==> src/rtl/adc_oversample_filter.sv <==
// adc_oversample_filter: per-channel decimating averager for the channel-serial
// ADC stream; each channel has its own enable, pre-batch delay and batch size.
module adc_oversample_filter #(
    parameter int W_DATA      = 18,
    parameter int N_CHAN      = 6,
    parameter int W_CHAN      = 3,
    parameter int MAX_LOG_OVR = 10,
    parameter int W_LOG_OVR   = 4,
    parameter int W_CYC_DLY   = 16
) (
    input  logic                 clk17_in,
    input  logic                 rst_n_in,
    input  logic                 data_valid_in,
    input  logic [W_CHAN-1:0]    chan_in,
    input  logic [W_DATA-1:0]    data_in,
    input  logic                 cfg_wr_in,
    input  logic [W_CHAN-1:0]    cfg_chan_in,
    input  logic                 cfg_activate_in,
    input  logic [W_CYC_DLY-1:0] cfg_cyc_dly_in,
    input  logic [W_LOG_OVR-1:0] cfg_log_ovr_in,
    output logic                 data_valid_out,
    output logic [W_CHAN-1:0]    chan_out,
    output logic [W_DATA-1:0]    data_out
);

    localparam int W_ACC = W_DATA + MAX_LOG_OVR;
    localparam int W_SMP = MAX_LOG_OVR;

    localparam logic [W_CHAN:0]    N_CHAN_W = (W_CHAN+1)'(N_CHAN);
    localparam logic [W_LOG_OVR-1:0] LOG_MAX = W_LOG_OVR'(MAX_LOG_OVR);
    localparam logic [W_SMP:0]     ONE      = (W_SMP+1)'(1);

    typedef enum logic {
        DELAY,
        ACCUM
    } state_t;

    state_t                   state   [N_CHAN];
    logic                     active  [N_CHAN];
    logic [W_CYC_DLY-1:0]     cyc_dly [N_CHAN];
    logic [W_LOG_OVR-1:0]     log_ovr [N_CHAN];
    logic [W_CYC_DLY-1:0]     dly_cnt [N_CHAN];
    logic [W_SMP-1:0]         smp_cnt [N_CHAN];
    logic signed [W_ACC-1:0]  acc     [N_CHAN];

    logic                     wr_ok;
    logic                     chan_ok;
    logic [W_CHAN-1:0]        sel;
    logic                     smp_ok;
    logic                     in_dly;
    logic                     last;
    logic                     done;
    logic signed [W_ACC-1:0]  sum;
    logic [W_DATA-1:0]        avg;

    // Only the channel named by chan_in can advance in a given cycle.
    always_comb begin
        wr_ok   = cfg_wr_in && ({1'b0, cfg_chan_in} < N_CHAN_W);
        chan_ok = {1'b0, chan_in} < N_CHAN_W;
        sel     = chan_ok ? chan_in : '0;
        smp_ok  = data_valid_in && chan_ok && active[sel]
                  && !(wr_ok && (cfg_chan_in == chan_in));
        in_dly  = (state[sel] == DELAY) && (dly_cnt[sel] < cyc_dly[sel]);
        sum     = acc[sel] + {{MAX_LOG_OVR{data_in[W_DATA-1]}}, data_in};
        last    = ({1'b0, smp_cnt[sel]} + ONE) == (ONE << log_ovr[sel]);
        avg     = W_DATA'(sum >>> log_ovr[sel]);
        done    = smp_ok && !in_dly && last;
    end

    always_ff @(posedge clk17_in or negedge rst_n_in) begin
        if (!rst_n_in) begin
            data_valid_out <= 1'b0;
            chan_out       <= '0;
            data_out       <= '0;
            for (int i = 0; i < N_CHAN; i++) begin
                state[i]   <= DELAY;
                active[i]  <= 1'b0;
                cyc_dly[i] <= '0;
                log_ovr[i] <= '0;
                dly_cnt[i] <= '0;
                smp_cnt[i] <= '0;
                acc[i]     <= '0;
            end
        end else begin
            data_valid_out <= done;
            if (done) begin
                chan_out <= chan_in;
                data_out <= avg;
            end
            for (int i = 0; i < N_CHAN; i++) begin
                if (wr_ok && (cfg_chan_in == W_CHAN'(i))) begin
                    active[i]  <= cfg_activate_in;
                    cyc_dly[i] <= cfg_cyc_dly_in;
                    log_ovr[i] <= (cfg_log_ovr_in > LOG_MAX) ?
                                  LOG_MAX : cfg_log_ovr_in;
                    dly_cnt[i] <= '0;
                    smp_cnt[i] <= '0;
                    acc[i]     <= '0;
                    state[i]   <= DELAY;
                end else if (smp_ok && (chan_in == W_CHAN'(i))) begin
                    if (in_dly) begin
                        dly_cnt[i] <= dly_cnt[i] + W_CYC_DLY'(1);
                    end else if (last) begin
                        dly_cnt[i] <= '0;
                        smp_cnt[i] <= '0;
                        acc[i]     <= '0;
                        state[i]   <= DELAY;
                    end else begin
                        acc[i]     <= sum;
                        smp_cnt[i] <= smp_cnt[i] + W_SMP'(1);
                        state[i]   <= ACCUM;
                    end
                end
            end
        end
    end

endmodule
==> config.mk <==
export PLATFORM = sky130hd
export DESIGN_NAME = adc_oversample_filter
export DESIGN_NICKNAME = d
export VERILOG_FILES = /design/src/rtl/adc_oversample_filter.sv
export SDC_FILE = /design/constraint.sdc
export NUM_CORES = 1
export LEC_CHECK = 0
export ABC_AREA = 1
export CORE_MARGIN = 1.5
export CORE_UTILIZATION = 30
export CTS_BUF_LIST = sky130_fd_sc_hd__clkbuf_8
export DETAILED_ROUTE_END_ITERATION = 12
export GPL_TIMING_DRIVEN = 1
export MAX_ROUTING_LAYER = met4
export PLACE_DENSITY = 0.54
export RECOVER_POWER = 25
export SLEW_MARGIN = 20
export SYNTH_ARGS = -nofsm -noshare
export SYNTH_HDL_FRONTEND = slang
export SYNTH_SLANG_ARGS = --single-unit
==> constraint.sdc <==
create_clock -name clk17_in -period 8 [get_ports clk17_in]
set_input_delay 2.4 -clock clk17_in [delete_from_list [all_inputs] [get_ports clk17_in]]
set_output_delay 2.4 -clock clk17_in [all_outputs]
set_load 0.01 [all_outputs]
[Word level (Yosys, flattened, before mapping)]
Index checks and enable logic that the tools add are counted.
Storage, ports and cells
  register bits: 478
Operators by class
  add/sub/neg operators: 14
  order comparisons: 5
  equal/unequal tests: 18
  shift-type cells: 2
  multiplexer cells: 94
  bitwise operators: 2
  reduce and logical (&&, ||, !) cells: 48
Operator list (number)
  $mux 28: 16
  $mux 16: 23
  $mux 10: 26
  $add 16x1->16 const B: 6
  $bmux 16 s3: 2
  $bmux 28 s3: 1
  $add 10x1->10 const B: 6
  $bmux 10 s3: 1
  $add 28x28->28: 1
  $sshr 28x4->18: 1
  $reduce_and 2->1: 12
  $logic_and 1x1->1: 20
  $mux 1: 18
  $reduce_bool 3->1: 6
  $lt 16x16->1: 1
  $bmux 4 s3: 1
  $eq 3x2->1 const B: 4
  $eq 3x3->1 const B: 4
  $mux 4: 3
  $ne 2x1->1 const B: 6
  $reduce_bool 2->1: 6
  $add 10x1->11 const B: 1
  $eq 11x11->1: 1
  $shl 1x4->11 const A: 1
  other kinds (11): 16

[Depth between registers and ports, before layout]
  depth after elaboration: 12
  gate-level depth with buffers: 33
  mapped depth without buffers: 29

[Worst setup path after synthesis]
Ideal clock, no wire load.
  path type: input to register
  start point: input port chan_in[1]
  end point: register data_out[3]
  arrival: 5941 ps
  required time: 7884 ps
  path slack: 1943 ps
  stages: 30
  path buffers: 5
  cells stage by stage: buf_6 > nand2_4 > nand2_4 > buf_4 > buf_6 > clkbuf_1 > clkbuf_1 > nand2_1 > a31oi_1 > o2bb2ai_1 > ha_1 > inv_1 > fa_1 > inv_1 > nand3_1 > nand2_1 > nand3_1 > nand2_1 > nand3_1 > nand2_1 > xor2_1 > nand2_1 > nand2_1 > nand2_1 > nand2_1 > nand2_1 > nand3_1 > nand3_1 > nand2_1 > nand2_1
Between the ends
  cells in the longest elaborated chain, start to end: 11
RTL lines
  start: declaration: line 14  | input logic [W_CHAN-1:0] chan_in,
  branches (longest 11 deep; another with $add 28x28->28)
  end signal: assignment: line 88  | data_out <= avg;
  end: declaration: line 23  | output logic [W_DATA-1:0] data_out
Parallel ways; which one is timed is not known. The select of a mux whose other input is x is not followed.
A chain may end at the register's enable or synchronous reset.

[Final worst setup path]
  start point: input port chan_in[1]
  end point: register data_out[6]
Same word-level chain as after synthesis.

==> summary.md <==
| Metric | Value |
|---|---|
| Final wirelength | `96,000 µm` |
| Compound-Gate Fraction of Synth Area | `between 10% and 20%` |
| H-tree depth | `3` |
| Min-delay src | `dly_cnt[25]` |
| RSZ-0062 raised after global routing | `false` |
| Nets@finish | `between 3,000 and 4,000` |
| CTS root buf | `clkbuf_8` |
| Yosys warns | `0` |
| TritonCTS clock tree | `yes` |
| Comb pwr share | `between 30% and 40%` |
| Met2 Track Usage GR | `approximately 33%` |
| GRT Overall Usage | `between 20% and 30%` |
| Number of port buffers | `70` |
| Synth-to-layout area growth | `13.5%` |
| Seq cells post-synth | `between 400 and 500` |
| Final antenna-violating net count | `0` |
| Slowest CP cell | `xnor2_1` |
| Post-CTS Setup Repair Bufs | `0` |
| Crit path kind | `primary input to flip-flop` |
| Maxcap violations | `1` |
| Adder-Cell Fraction of Synth Area | `under 10%` |
| Post-Syn Instances | `roughly 3,800` |
| R2r setup slk | `around 3.8 ns` |
| Synthesized area | `about 28,000 µm²` |
| Final hold viol count | `0` |
| Synthesized Nets | `about 4,000` |
| Residual DRC | `0` |
| Share of layout cells above drive strength 1 | `a little over 6%` |
| Cell mode on critical path | `nand2_1` |
| Gr busiest metal | `met2` |
| Final GP Congestion | `between 0.9 and 1` |
| Drt wl/cell | `18.7 µm` |
| Crit path DAT | `approximately 7.7 ns` |
| Int Power | `5.42 mW` |
| Multiplexer area fraction after synthesis | `less than 1%` |
| Bufs and invs on worst path | `6` |
| Row cnt | `approximately 110` |
| Failing checks | `max-capacitance violations, max-slew violations` |
| Vias in the first global route | `around 26,000` |
| Vias per inst | `approximately 5` |
| Clock Sinks | `approximately 480` |
| Psw | `3.67 mW` |
| Main combinational cell family by area after synthesis | `simple AND/OR/NAND/NOR gates` |
| Util after Layout | `about a third` |
| Final period util | `between 80 and 90%` |
| Number of DRC markers in iteration 0 | `2,350` |
| Die H | `308 µm` |
| Die area | `94,900 µm²` |
| HPWL Detailed | `roughly 63,000 µm` |
| CTS Hold Buffers Added | `0` |
| CP top delay family | `simple AND/OR/NAND/NOR gates` |
| Status | `complete, but fails checks` |
| Switching power share of the total | `between 40 and 50%` |
| Worst-path fanout max | `38` |
| Clock share of power | `25.9%` |
| Number of enable flip-flop cells after synthesis | `0` |
| Ports | `between 70 and 80` |
| Cell Pwr Density | `287 nW/µm²` |
| Starting Density | `between 30% and 40%` |
| Async SR Flop Fraction | `100%` |
| Vias | `approximately 26,000` |
| Clk_skew | `roughly 0.053 ns` |
| Synth Area per Inst | `around 7.3 µm²` |
| DR pass1 iterations | `7` |
| Synth Area in XOR/XNOR | `3.26%` |
| Critical Path Sink Type | `flip-flop` |
| Post-synth top flop | `dfrtp_1` |
| Worst skew pair latency | `slightly above 0.7 ns` |
| Period minus WS final | `between 7 and 8 ns` |
| Setup TNS | `0 ns` |
| Clk buf depth | `3` |
| CTS Buf Count | `85` |
| Fillers | `around 10,000` |
| Fmax | `~140 MHz` |
| Least-Margin Pin Slew | `about 4.6 ns` |
| Slew margin rel. | `-207%` |
| Sequential power share | `39.0%` |
| Crit-path max cell delay | `0.86 ns` |
| Worst Hold Class | `flip-flop to flip-flop` |
| Die width | `~310 µm` |
| Post-synthesis sequential area ratio | `a little over two fifths` |
| Final setup violating endpoints | `0` |
| Met1 Track Usage GR | `28.0%` |
| Clock transition at the registers of the reported paths | `about 0.06 ns` |
| M3 GR Usage | `under 10%` |
| Worst VDD drop | `about 0.12 mV` |
| WP data required | `between 8 and 9 ns` |
| Largest net degree at the start of global routing | `between 100 and 150` |
| Synth cell types | `55` |
| First-pass GRT wire length | `around 150,000 µm` |
| Worst setup path startpoint | `chan_in[1]` |
| GRT overflow | `0` |
| Pins Over Slew Limit | `between 70 and 80` |
| Core footprint | `between 90,000 and 100,000 µm²` |
| Post-Synth Simple-Gate Area | `around 30%` |
| Worst r2r src | `dly_cnt[41]` |
| Lkg Pwr | `14.8 nW` |
| Critical path startpoint category | `primary input` |
| Initial antenna violation count | `1` |
| Resize count post-CTS | `0` |
-- power groups by stage --
stage	registers [mW]	logic (mW)	clock network, mW
floorplan	3.46	2.12	0
global placement	3.57	3.15	0
detailed placement	3.57	3.17	0
CTS	3.54	3.18	2.41
global route	3.64	3.58	2.53
finish	3.55	3.19	2.35
-- layer usage --
layer	wire length [µm]	vias up
li1	-	12700
met4	2400	0
met2	43800	728
met5	0	-
met3	5400	145
met1	44400	12600
-- cells in the mapped netlist, types with 23 or more instances --
cell type  count  area [µm²]
a21oi_1      161         806
clkbuf_1     122         458
a31oi_1       39         244
buf_2         31         155
xnor2_1       26         228
nor2_1       225         845
o2bb2ai_1     26         228
xor2_1        78         683
ha_1          57         713
nand3_1      370        1850
o21ai_1       30         150
a22oi_1       38         285
inv_1        236         886
nand2_1     1192        4470
o211ai_1      23         173
dfrtp_1      478       12000
o21ai_0      421        2110
o22ai_1       30         188
nor3_1        51         255
nand4_1       25         156
-- area by class of cell --
cell class	count	area, µm²	area share, %
multi-input cells	2876	14100	44.6
flip-flops and latches	478	12000	37.8
well taps	1243	1560	4.91
clock buffers	103	1420	4.48
repair buffers	138	1400	4.43
inverters	249	937	2.96
clock inverters	45	272	0.858
diodes	1	2.50	0.00790
-- final timing paths --
| kind | cells past startpoint | end |
|---|---|---|
| hold reg to reg | 2 | dly_cnt[25] |
| setup reg to reg | 15 | dly_cnt[47] |
| hold / removal | 2 | dly_cnt[25] |
| min in group asynchronous | 1 | cyc_dly[55] |
| max in group asynchronous | 2 | data_out[8] |
| setup / recovery | 28 | data_out[6] |
-- stage by stage --
step                      power, mW  hold slack, ns  instance area [µm²]  std cells  setup slack (ns)
after floorplan                5.58           0.442                27900       3801              1.94
after global placement         6.71           0.454                30000       4984             0.414
after detailed placement       6.74           0.462                30000       4984             0.326
after CTS                      9.13           0.476                31700       5132              1.07
after global routing           9.75           0.499                31700       5133             0.663
final                          9.09           0.471                31700       5133             0.903
-- sequential cells by signal, indices dropped and copies added (netlist names) --
register and cells:
active 6, smp_cnt 60, data_valid_out 1, log_ovr 24, dly_cnt 96, data_out 18
state 6, acc 168, cyc_dly 96, chan_out 3
-- logic make-up after synthesis --
kind of cell    count (synthesis)
fa+ha+maj                      58
simple gates                 1931
mux                             1
flops                         478
xor+xnor                      104
compound gates                782
buf+inv                       447
-- worst min-delay path: cells and delay by family, from the launching register on --
| kind | cells | cell delay [ns] |
|---|---|---|
| flops | 1 | 0.34 |
| simple gates | 2 | 0.10 |
-- cells in the final DEF, fill, tap and decap left out, types with 7 or more instances in the layout --
master	count
buf_4	53
nand3b_1	7
clkbuf_8	103
o2bb2ai_1	26
dfrtp_1	478
nand4_1	25
inv_2	8
nand2_4	7
a22oi_1	38
o22ai_1	30
nor3_1	51
xor2_1	78
o21ai_1	30
nand3_2	8
nor2_1	224
nand3_1	370
ha_1	57
clkdlybuf4s50_1	68
buf_12	16
o21ai_0	421
a31oi_1	39
o211ai_1	23
inv_1	271
a21oi_1	161
xnor2_1	26
nand2_2	14
nand2_1	1192
(Power assumes the default switching activity.)
